File: src/rtl/csel_addsub_pipe.sv
// Pipelined carry-select adder/subtractor with a valid/ready handshake and carry/overflow/zero flags.
// Each stage resolves BLK_PER_STG carry-select blocks and forwards the unresolved operand bits.
module csel_addsub_pipe #(
  parameter int WIDTH       = 32,
  parameter int BLK         = 4,
  parameter int BLK_PER_STG = 2
) (
  input  logic             clk,
  input  logic             rst,
  input  logic             in_valid,
  output logic             in_ready,
  input  logic [WIDTH-1:0] a,
  input  logic [WIDTH-1:0] b,
  input  logic             cin,
  input  logic             sub,
  output logic             out_valid,
  input  logic             out_ready,
  output logic [WIDTH-1:0] sum,
  output logic             cout,
  output logic             ovf,
  output logic             zero
);

  localparam int NBLK = WIDTH / BLK;
  localparam int NSTG = (NBLK + BLK_PER_STG - 1) / BLK_PER_STG;

  if (WIDTH % BLK != 0) begin : g_bad_width
    $fatal(1, "csel_addsub_pipe: WIDTH must be a multiple of BLK");
  end

  // Resolves blocks lo..hi-1: both carry-in candidates are formed, the running carry picks one.
  function automatic logic [WIDTH:0] resolve_blocks(
    input logic [WIDTH-1:0] op_a,
    input logic [WIDTH-1:0] op_b,
    input logic [WIDTH-1:0] part_sum,
    input logic             carry,
    input int               lo,
    input int               hi
  );
    logic [WIDTH-1:0] s_v;
    logic             c_v;
    logic [BLK:0]     p0_v;
    logic [BLK:0]     p1_v;
    s_v = part_sum;
    c_v = carry;
    for (int k = 0; k < NBLK; k++) begin
      if (k >= lo && k < hi) begin
        p0_v = {1'b0, op_a[k*BLK +: BLK]} + {1'b0, op_b[k*BLK +: BLK]};
        p1_v = {1'b0, op_a[k*BLK +: BLK]} + {1'b0, op_b[k*BLK +: BLK]} + {{BLK{1'b0}}, 1'b1};
        s_v[k*BLK +: BLK] = c_v ? p1_v[BLK-1:0] : p0_v[BLK-1:0];
        c_v = c_v ? p1_v[BLK] : p0_v[BLK];
      end else begin
        s_v = s_v;
      end
    end
    return {c_v, s_v};
  endfunction

  logic stall_s;

  assign stall_s  = out_valid & ~out_ready;
  assign in_ready = ~stall_s;

  for (genvar j = 0; j < NSTG; j++) begin : g_stg
    localparam int LO = j * BLK_PER_STG;
    localparam int HI = ((j + 1) * BLK_PER_STG < NBLK) ? (j + 1) * BLK_PER_STG : NBLK;

    logic             vld_in_s;
    logic             c_in_s;
    logic [WIDTH-1:0] a_in_s;
    logic [WIDTH-1:0] b_in_s;
    logic [WIDTH-1:0] s_in_s;
    logic [WIDTH:0]   res_s;
    logic             vld_r;
    logic             c_r;
    logic [WIDTH-1:0] s_r;

    if (j == 0) begin : g_head
      // Subtract is a + ~b + 1, so the inverted operand and a forced carry enter here.
      assign vld_in_s = in_valid & ~stall_s;
      assign a_in_s   = a;
      assign b_in_s   = sub ? ~b : b;
      assign s_in_s   = '0;
      assign c_in_s   = sub ? 1'b1 : cin;
    end else begin : g_body
      assign vld_in_s = g_stg[j-1].vld_r;
      assign a_in_s   = g_stg[j-1].g_fwd.a_r;
      assign b_in_s   = g_stg[j-1].g_fwd.b_r;
      assign s_in_s   = g_stg[j-1].s_r;
      assign c_in_s   = g_stg[j-1].c_r;
    end

    assign res_s = resolve_blocks(a_in_s, b_in_s, s_in_s, c_in_s, LO, HI);

    // Stage register for valid, partial sum and running carry; frozen (bubbles too) on stall.
    always_ff @(posedge clk or posedge rst) begin
      if (rst) begin
        vld_r <= 1'b0;
        s_r   <= '0;
        c_r   <= 1'b0;
      end else if (!stall_s) begin
        vld_r <= vld_in_s;
        s_r   <= res_s[WIDTH-1:0];
        c_r   <= res_s[WIDTH];
      end
    end

    if (j < NSTG - 1) begin : g_fwd
      logic [WIDTH-1:0] a_r;
      logic [WIDTH-1:0] b_r;

      // Operand forwarding register feeding the blocks resolved by later stages.
      always_ff @(posedge clk or posedge rst) begin
        if (rst) begin
          a_r <= '0;
          b_r <= '0;
        end else if (!stall_s) begin
          a_r <= a_in_s;
          b_r <= b_in_s;
        end
      end
    end
  end

  logic ovf_r;
  logic zero_r;

  // Final-stage flags; the carry into the MSB is recovered as a^b^sum at that bit.
  always_ff @(posedge clk or posedge rst) begin
    if (rst) begin
      ovf_r  <= 1'b0;
      zero_r <= 1'b0;
    end else if (!stall_s) begin
      ovf_r  <= g_stg[NSTG-1].a_in_s[WIDTH-1] ^ g_stg[NSTG-1].b_in_s[WIDTH-1]
              ^ g_stg[NSTG-1].res_s[WIDTH-1] ^ g_stg[NSTG-1].res_s[WIDTH];
      zero_r <= ~|g_stg[NSTG-1].res_s[WIDTH-1:0];
    end
  end

  assign out_valid = g_stg[NSTG-1].vld_r;
  assign sum       = g_stg[NSTG-1].s_r;
  assign cout      = g_stg[NSTG-1].c_r;
  assign ovf       = ovf_r;
  assign zero      = zero_r;

endmodule

File: config.mk
export PLATFORM = sky130hd
export DESIGN_NAME = csel_addsub_pipe
export DESIGN_NICKNAME = d
export VERILOG_FILES = /design/src/rtl/csel_addsub_pipe.sv
export SDC_FILE = /design/constraint.sdc
export NUM_CORES = 1
export LEC_CHECK = 0
export BUFFER_PORTS_ARGS = -buffer_cell sky130_fd_sc_hd__buf_4
export CAP_MARGIN = 40
export CORE_ASPECT_RATIO = 1.2
export CORE_MARGIN = 5
export CORE_UTILIZATION = 53
export DETAILED_ROUTE_END_ITERATION = 10
export PLACE_DENSITY_LB_ADDON = 0.25
export SLEW_MARGIN = 5
export SYNTH_ARGS = -nofsm -noshare
export SYNTH_HDL_FRONTEND = slang
export SYNTH_SLANG_ARGS = --single-unit
File: constraint.sdc
create_clock -name clk -period 6 [get_ports clk]
set_input_delay 0.9 -clock clk [delete_from_list [all_inputs] [get_ports clk]]
set_output_delay 0.9 -clock clk [all_outputs]
set_load 0.02 [all_outputs]
==> results of run 1 <==
==> report_power, final <==
| group | total, W | internal, W | leakage, nW | switching, W |
|---|---|---|---|---|
| clock network | 0.00115 | 0.000670 | 0.286 | 0.000482 |
| registers | 0.00219 | 0.00182 | 2.24 | 0.000370 |
| logic | 0.00244 | 0.00107 | 2.79 | 0.00137 |
==> kinds of logic after synthesis <==
logic type                 Yosys count
AOI/OAI and AO/OA                  101
adders and majority gates           48
and+or+nand+nor                    489
muxes                                8
DFF                                186
buffers and inverters               61
xor gates and xnor gates            76
==> layout make-up <==
class | count | area (sq um) | share of cell area, %
clock buffers | 19 | 442.9 | 4.229
clock inverters | 13 | 168.9 | 1.613
inverters | 13 | 58.81 | 0.5615
multi-input cells | 722 | 3969 | 37.90
flip-flops and latches | 186 | 4654 | 44.44
well taps | 212 | 265.3 | 2.533
repair buffers | 114 | 913.4 | 8.722
==> path summary, 6_finish.rpt <==
check	depth (start not counted)	endpoint	slack (ns)	from
worst max-delay path	12	g_stg[0].s_r[5]	2.91	sub
min in group clk	2	sum[8]	0.47	sum[8]
worst max register to register	9	ovf	3.15	g_stg[2].g_fwd.a_r[24]
worst min register to register	2	sum[8]	0.47	sum[8]
max in group asynchronous	4	g_stg[1].g_fwd.a_r[21]	4.19	rst
worst min-delay path	2	sum[28]	0.46	rst
==> metrics by stage <==
step | utilization, % | total power [W] | cells | hold WS, ns | setup slack, ns
after global placement | 59.83 | 0.004548 | 1243 | 0.4402 | 2.537
after detailed placement | 60.36 | 0.004676 | 1247 | 0.4534 | 2.454
after global routing | 64.11 | 0.006270 | 1279 | 0.4674 | 2.766
after floorplan | - | 0.003968 | 969 | 0.4300 | 0.04292
after CTS | 64.11 | 0.005855 | 1279 | 0.4580 | 2.909
final | 64.11 | 0.005784 | 1279 | 0.4575 | 2.908
==> cells in the final DEF (no fill, tap or decap), types with 2 or more instances in the layout <==
master      count
buf_4         110
nand2b_1        2
ha_1           40
mux2i_1         8
bufinv_16       3
o21ai_0        44
nand2_1       421
nand4_1         9
nand3_1        10
dfrtp_1       186
xnor2_1        52
clkinvlp_4      4
a21o_1         17
inv_1          11
nor2_1         19
and2_1          3
and3_1          2
clkinv_4        4
o31ai_1         2
xor2_1         23
fa_1            8
clkbuf_16      17
nor2b_1         5
a21oi_1        33
buf_12          3
nor3_1          2
nor4_1          6
==> critical path, delay by kind of cell <==
| family | cells | cell delay [ns] |
|---|---|---|
| fa+ha+maj | 3 | 0.86 |
| buf+inv | 3 | 0.58 |
| compound gates | 2 | 0.36 |
| simple gates | 2 | 0.27 |
| xor+xnor | 1 | 0.20 |
| mux | 1 | 0.20 |
==> sequential cells by signal, summed over array words and instances, names as in the netlist <==
| signal | cells |
|---|---|
| zero | 1 |
| ovf | 1 |
| cout | 1 |
| g_stg.g_fwd.b_r | 48 |
| out_valid | 1 |
| sum | 32 |
| g_stg.s_r | 48 |
| g_stg.c_r | 3 |
| g_stg.vld_r | 3 |
| g_stg.g_fwd.a_r | 48 |
==> metal layers <==
layer / wire (microns) / up-vias
met4: 183 / 0
met3: 744 / 17
met1: 7961 / 3019
li1: - / 3267
met2: 8155 / 111
met5: 0 / -
==> qor.csv, run 1 <==
stage,metric,value,unit
run_status,outcome,"finished, final reports clean",
sta,report.final.setup_viol,0,
floorplan,boundaryPins,107,
clock_tree,cts_tree,built,
clock_tree,cts_sinks,186,
grt,global_route.peak_usage_layer,met2,
synthesis,yosys.cell_count.top_type,nand2_1,
clock_tree,clkLatencyLatePin,0.43,ns
sta,setup-tns-final,0,ns
synthesis,synthMuxAreaShare,0.9052,%
min_path,timing.hold.worst.class,in -> async,
sta,maxClockFrequency,323.4,MHz
final_layout,n_antenna_cell,0,
setup_path,arrival,3.38,ns
final_layout,area_growth,18.39,%
final_layout,post_route_cell_area,0.01047,sq mm
sta,finClkSkew,0.008045,ns
synthesis,synth_seq_cells,186,
synthesis,synth_fa_ha_area_share,7.468,%
synthesis,dominantRegCellSynth,dfrtp_1,
synthesis,yosys-top-cells-area,"dfrtp_1 (53%), nand2_1 (18%), ha_1 (5.7%), xnor2_1 (5.1%), o21ai_0 (2.5%)",
final_layout,drive_gt1_share,14.43,%
clock_tree,cts_max_path_buffers,2,
setup_path,worst_setup_path_start_kind,primary input,
sta,slew_headroom,57.94,%
sta,tightestPinTransition,0.6308,ns
route,remaining_drc_errors,0,
route,drtAntennaViolNets,0,
setup_path,cp_slowest_stage_delay,0.49,ns
synthesis,avgSynthCellArea,9.129,sq um
floorplan,row_count,51,
synthesis,synth_area_leader_cell,dfrtp_1,
floorplan,floorplan.initialDensity,54.15,%
clock_tree,clk_root_buffer_cell,clkbuf_16,
grt,grt_first_pass_wirelength,29150,microns
setup_path,critPathCaptureType,flop,
pwr,leakage,5.324,nW
sta,final_max_slew_viol_count,0,
grt,gr-usage-met3,4.032,%
route,dr_total_vias,6414,
grt,first_global_vias,6206,
synthesis,async_flop_share,100.0,%
grt,grtUsageMet2,29.43,%
floorplan,die_area,0.01938,sq mm
synthesis,synth_compound_gate_area_share,6.407,%
setup_path,critical_path.slowest_cell,fa_1,
synthesis,post_synthesis_net_count,1087,
placed_design,finalWeightedCongestion,0.7655,
synthesis,synth_top_family_by_area,simple AND/OR/NAND/NOR gates,
synthesis,synth_area,0.008846,sq mm
grt,grt_overflow,0,
setup_path,cp_cell_sequence,"buf_4, xor2_1, ha_1, inv_1, fa_1, inv_1, ha_1, and2_1, a31o_2, nand2_1, mux2i_1, a21oi_1",
route,wl_per_cell,13.33,microns
synthesis,xor_xnor_portion_of_the_synthesized_cell_area,7.680,%
clock_tree,post_cts_gate_resize_count,0,
synthesis,seq_area_frac_synth,52.62,%
clock_tree,htreeDepth,4,
final_layout,finish.net_count,1172,
grt,grtUsageTotal,18.48,%
clock_tree,hold_buffers,0,
synthesis,synth_common_cells,"nand2_1 (421), dfrtp_1 (186), xnor2_1 (52)",
synthesis,synth_enable_flop_cells,0,
grt,grt_max_degree,100,
grt,antenna_found_initial,0,
route,post_drt_via_cell_ratio,5.015,
placed_design,placedInstanceArea,0.009861,sq mm
setup_path,worstPathRequired,6.29,ns
setup_path,timing.critical_path.fanout_max,33,
route,drt_iter0_drc,415,
sta,hold_viol,0,
sta,finalCriticalPeriod,3.092,ns
final_layout,layout.filler_cells,1452,
synthesis,count_of_synthesis_stage_warnings_from_yosys,0,
pwr,irDropWorstVdd,0.2634,mV
synthesis,synth_simple_gate_area_share,22.32,%
clock_tree,cts_post_setup_buffers_inserted,0,
sta,post-route-period-util,51.54,%
run,maxCapViolCount,0,
route,totalWireLength,17050,microns
clock_tree,numCtsBuffers,17,
clock_tree,clk_pin_slew,0.07,ns
floorplan,chipWidth,127.9,microns
grt,global_route_met1_utilization,26.02,%
sta,rsz0062_at_grt,no,
route,drtPass1Iterations,4,
floorplan,coreArea,0.01634,sq mm
synthesis,synth_cell_type_count,39,
placed_design,dp.final_hpwl,11900,microns
setup_path,criticalPathCategory,in -> reg,
pwr,power_density,552.3,mW/mm^2
synthesis,netlist_instances,969,
synthesis,yosysTopAreaCellShare,52.62,%
placed_design,buffer_ports.inserted,106,
floorplan,chipHeight,151.5,microns
Power figures use the tool's default switching activity.
==> inputs of run 2 (changes only) <==
- clock period: 6 -> 2.77 ns (I/O delays scaled with it)
==> run 2 against run 1 <==
Via count down 0.39%. Critical endpoint is now ovf. Sequential share of layout area fell by 0.62 points. Clock skew down 0.0013 ns. Die area did not move. Combinational power is 130% higher. Sequential cell count unchanged. Design area up 1.4%. Hold slack lost 0.43 ns. Worst setup slack got worse by 2.8 ns. Critical path depth down 3. Highest routed layer unchanged. Clock power grew 120%.
==> qor.csv, run 2 (synthesized netlist as in run 1, its figures left out) <==
stage,metric,value,unit,change
run_status,outcome,"finished, final reports clean",,
route,dr_total_vias,6389,,-0.39%
grt,grt_max_degree,217,,+120%
route,post_drt_via_cell_ratio,4.953,,-1.2%
sta,maxClockFrequency,369.9,MHz,
setup_path,worstPathRequired,3.12,ns,-3.17 ns
sta,setup_ws,0.06683,ns,-2.841 ns
clock_tree,cts_max_path_buffers,2,,unchanged
final_layout,layout_common_cells,"nand2_1 (420), dfrtp_1 (186), buf_4 (119)",,
final_layout,layout.filler_cells,1405,,-3.2%
route,met3_wirelength,678,microns,-8.9%
clock_tree,cts_tree,built,,
grt,grtUsageTotal,18.38,%,-0.097 points
grt,grt_first_pass_wirelength,29010,microns,-0.50%
floorplan,coreArea,0.01634,sq mm,unchanged
final_layout,ff_latch_area,0.004654,sq mm,unchanged
final_layout,area_growth,20.06,%,
sta,slew_headroom,44.59,%,-13 points
setup_path,critPathCaptureType,flop,,
sta,finClkSkew,0.006730,ns,-0.001314 ns
final_layout,n_antenna_cell,0,,unchanged
sta,whs,0.02289,ns,-0.4346 ns
sta,finalCriticalPeriod,2.703,ns,
setup_path,cp_slowest_stage_delay,0.51,ns,+0.02 ns
setup_path,worst_setup_path_start_kind,flop,,
route,wl_per_cell,13.12,microns,-1.6%
sta,rsz0062_at_grt,yes,,
clock_tree,clkLatencyLatePin,0.43,ns,about the same
floorplan,row_count,51,,unchanged
setup_path,timing.critical_path.fanout_max,2,,-94%
sta,tightestPinTransition,0.8311,ns,+0.2003 ns
sta,post-route-period-util,97.59,%,
pwr,irDropWorstVdd,0.4997,mV,+90%
route,met2_wirelength,7972,microns,-2.2%
placed_design,dp.final_hpwl,11590,microns,-2.6%
placed_design,dpl_worst_slack,0.03811,ns,-2.415 ns
clock_tree,clk_root_buffer_cell,clkbuf_16,,
route,remaining_drc_errors,0,,unchanged
sta,report.final.setup_viol,0,,unchanged
floorplan,chipWidth,127.9,microns,unchanged
grt,first_global_vias,6225,,+0.31%
setup_path,critical-path-top-delay-family,adder cells,,
final_layout,finish.net_count,1184,,+1.0%
final_layout,drive_gt1_share,16.23,%,+1.8 points
sta,hold_viol,0,,unchanged
pwr,leakage,5.411,nW,+1.6%
run,maxCapViolCount,0,,unchanged
placed_design,finalWeightedCongestion,0.7830,,+2.3%
route,drtAntennaViolNets,0,,unchanged
setup_path,cp_num_buf_inv,0,,-3
floorplan,boundaryPins,107,,unchanged
final_layout,reg_top3,"g_stg.g_fwd.a_r x48, g_stg.g_fwd.b_r x48, g_stg.s_r x48",,
placed_design,buffer_ports.inserted,106,,unchanged
min_path,timing.hold.worst.class,in -> async,,
clock_tree,htreeDepth,4,,unchanged
floorplan,chipHeight,151.5,microns,unchanged
sta,setup-tns-final,0,ns,unchanged
floorplan,floorplan.initialDensity,54.15,%,unchanged
floorplan,die_area,0.01938,sq mm,unchanged
setup_path,critPathMostFrequentCell,ha_2,,
route,route.top_layer_used,met4,,
clock_tree,numCtsBuffers,17,,unchanged
final_layout,multi_input_comb_area,0.004014,sq mm,+1.1%
setup_path,critical_path.slowest_cell,fa_1,,
grt,antenna_found_initial,0,,unchanged
setup_path,arrival,3.05,ns,-0.33 ns
clock_tree,clk_pin_slew,0.07,ns,about the same
route,route.layer.met1.wl,8025,microns,+0.80%
clock_tree,hold_buffers,0,,unchanged
route,drt_iter0_drc,362,,-13%
final_layout,layout.cells.most_common,nand2_1,,
pwr,power_density,1198,mW/mm^2,+120%
clock_tree,cts_sinks,186,,unchanged
setup_path,criticalPathCategory,reg -> reg,,
route,drtPass1Iterations,4,,unchanged
route,totalWireLength,16930,microns,-0.70%
sta,final_max_slew_viol_count,0,,unchanged
setup_path,cp_cell_sequence,"ha_2, fa_1, ha_2, nand2_4, nor4b_4, xnor2_2, and4_4, xnor3_1, o21ai_2",,
grt,grt_overflow,0,,unchanged
==> run 2: changes by cell type in the layout (fill, tap and decap cells not counted), moves of 2 or more <==
cell / previous run / this run
ha_2: 0 / 2
inv_6: 1 / 4
clkinv_4: 4 / 2
buf_12: 3 / 6
ha_1: 40 / 38
buf_4: 110 / 119
==> run 2: final timing paths <==
path | depth (start not counted) | startpoint | slack [ns] | endpoint
max reg2reg | 9 | g_stg[2].g_fwd.a_r[24] | 0.07 | ovf
min | 3 | rst | 0.02 | g_stg[2].g_fwd.b_r[31]
max | 9 | g_stg[2].g_fwd.a_r[24] | 0.07 | ovf
min in group clk | 3 | a[30] | 0.18 | g_stg[0].g_fwd.a_r[30]
max in group asynchronous | 4 | rst | 2.25 | sum[2]
min reg2reg | 2 | g_stg[1].g_fwd.b_r[24] | 0.47 | g_stg[1].g_fwd.b_r[24]
==> run 2: per-layer routing <==
metal	up-vias	GRT usage (%)
met3	23	3.436
met2	108	28.83
met4	0	6.210
li1	3291	-
met5	-	0
met1	2967	25.97
==> run 2: layout make-up <==
cell class / instances / area share (%)
Clock buffer: 18 / 4.135
Multi-Input combinational cell: 722 / 37.79
Tap cell: 212 / 2.498
Clock inverter: 13 / 1.579
Sequential cell: 186 / 43.83
Inverter: 13 / 0.5184
Timing Repair Buffer: 126 / 9.649
==> run 2: stage by stage <==
step           util, %  cell area [sq um]  std cells  power (W)
2_1_floorplan        -               8859        969   0.008598
4_1_cts          64.74              10580       1289    0.01275
3_5_place_dp     60.86               9942       1256    0.01015
3_3_place_gp     60.74               9922       1255   0.009956
6_report         65.01              10620       1290    0.01272
5_1_grt          65.01              10620       1290    0.01381
==> run 2: power by group <==
part | leakage [nW] | internal [W] | switching [W]
clock | 0.294 | 0.00145 | 0.00103
sequential | 2.24 | 0.00394 | 0.000804
combinational | 2.87 | 0.00245 | 0.00305
total | 5.41 | 0.00784 | 0.00488
==> run 2: tightest hold or removal path, stage by stage <==
cell and delay [ns]:
buf_4 0.12, clkinvlp_4 0.07, buf_12 0.22
==> run 2: timing repair <==
item	CTS	global route
hold endpoints to repair	0	0
resized for setup	3	9
setup buffers	2	1
pin swaps	4	5
setup endpoints to repair	1	4
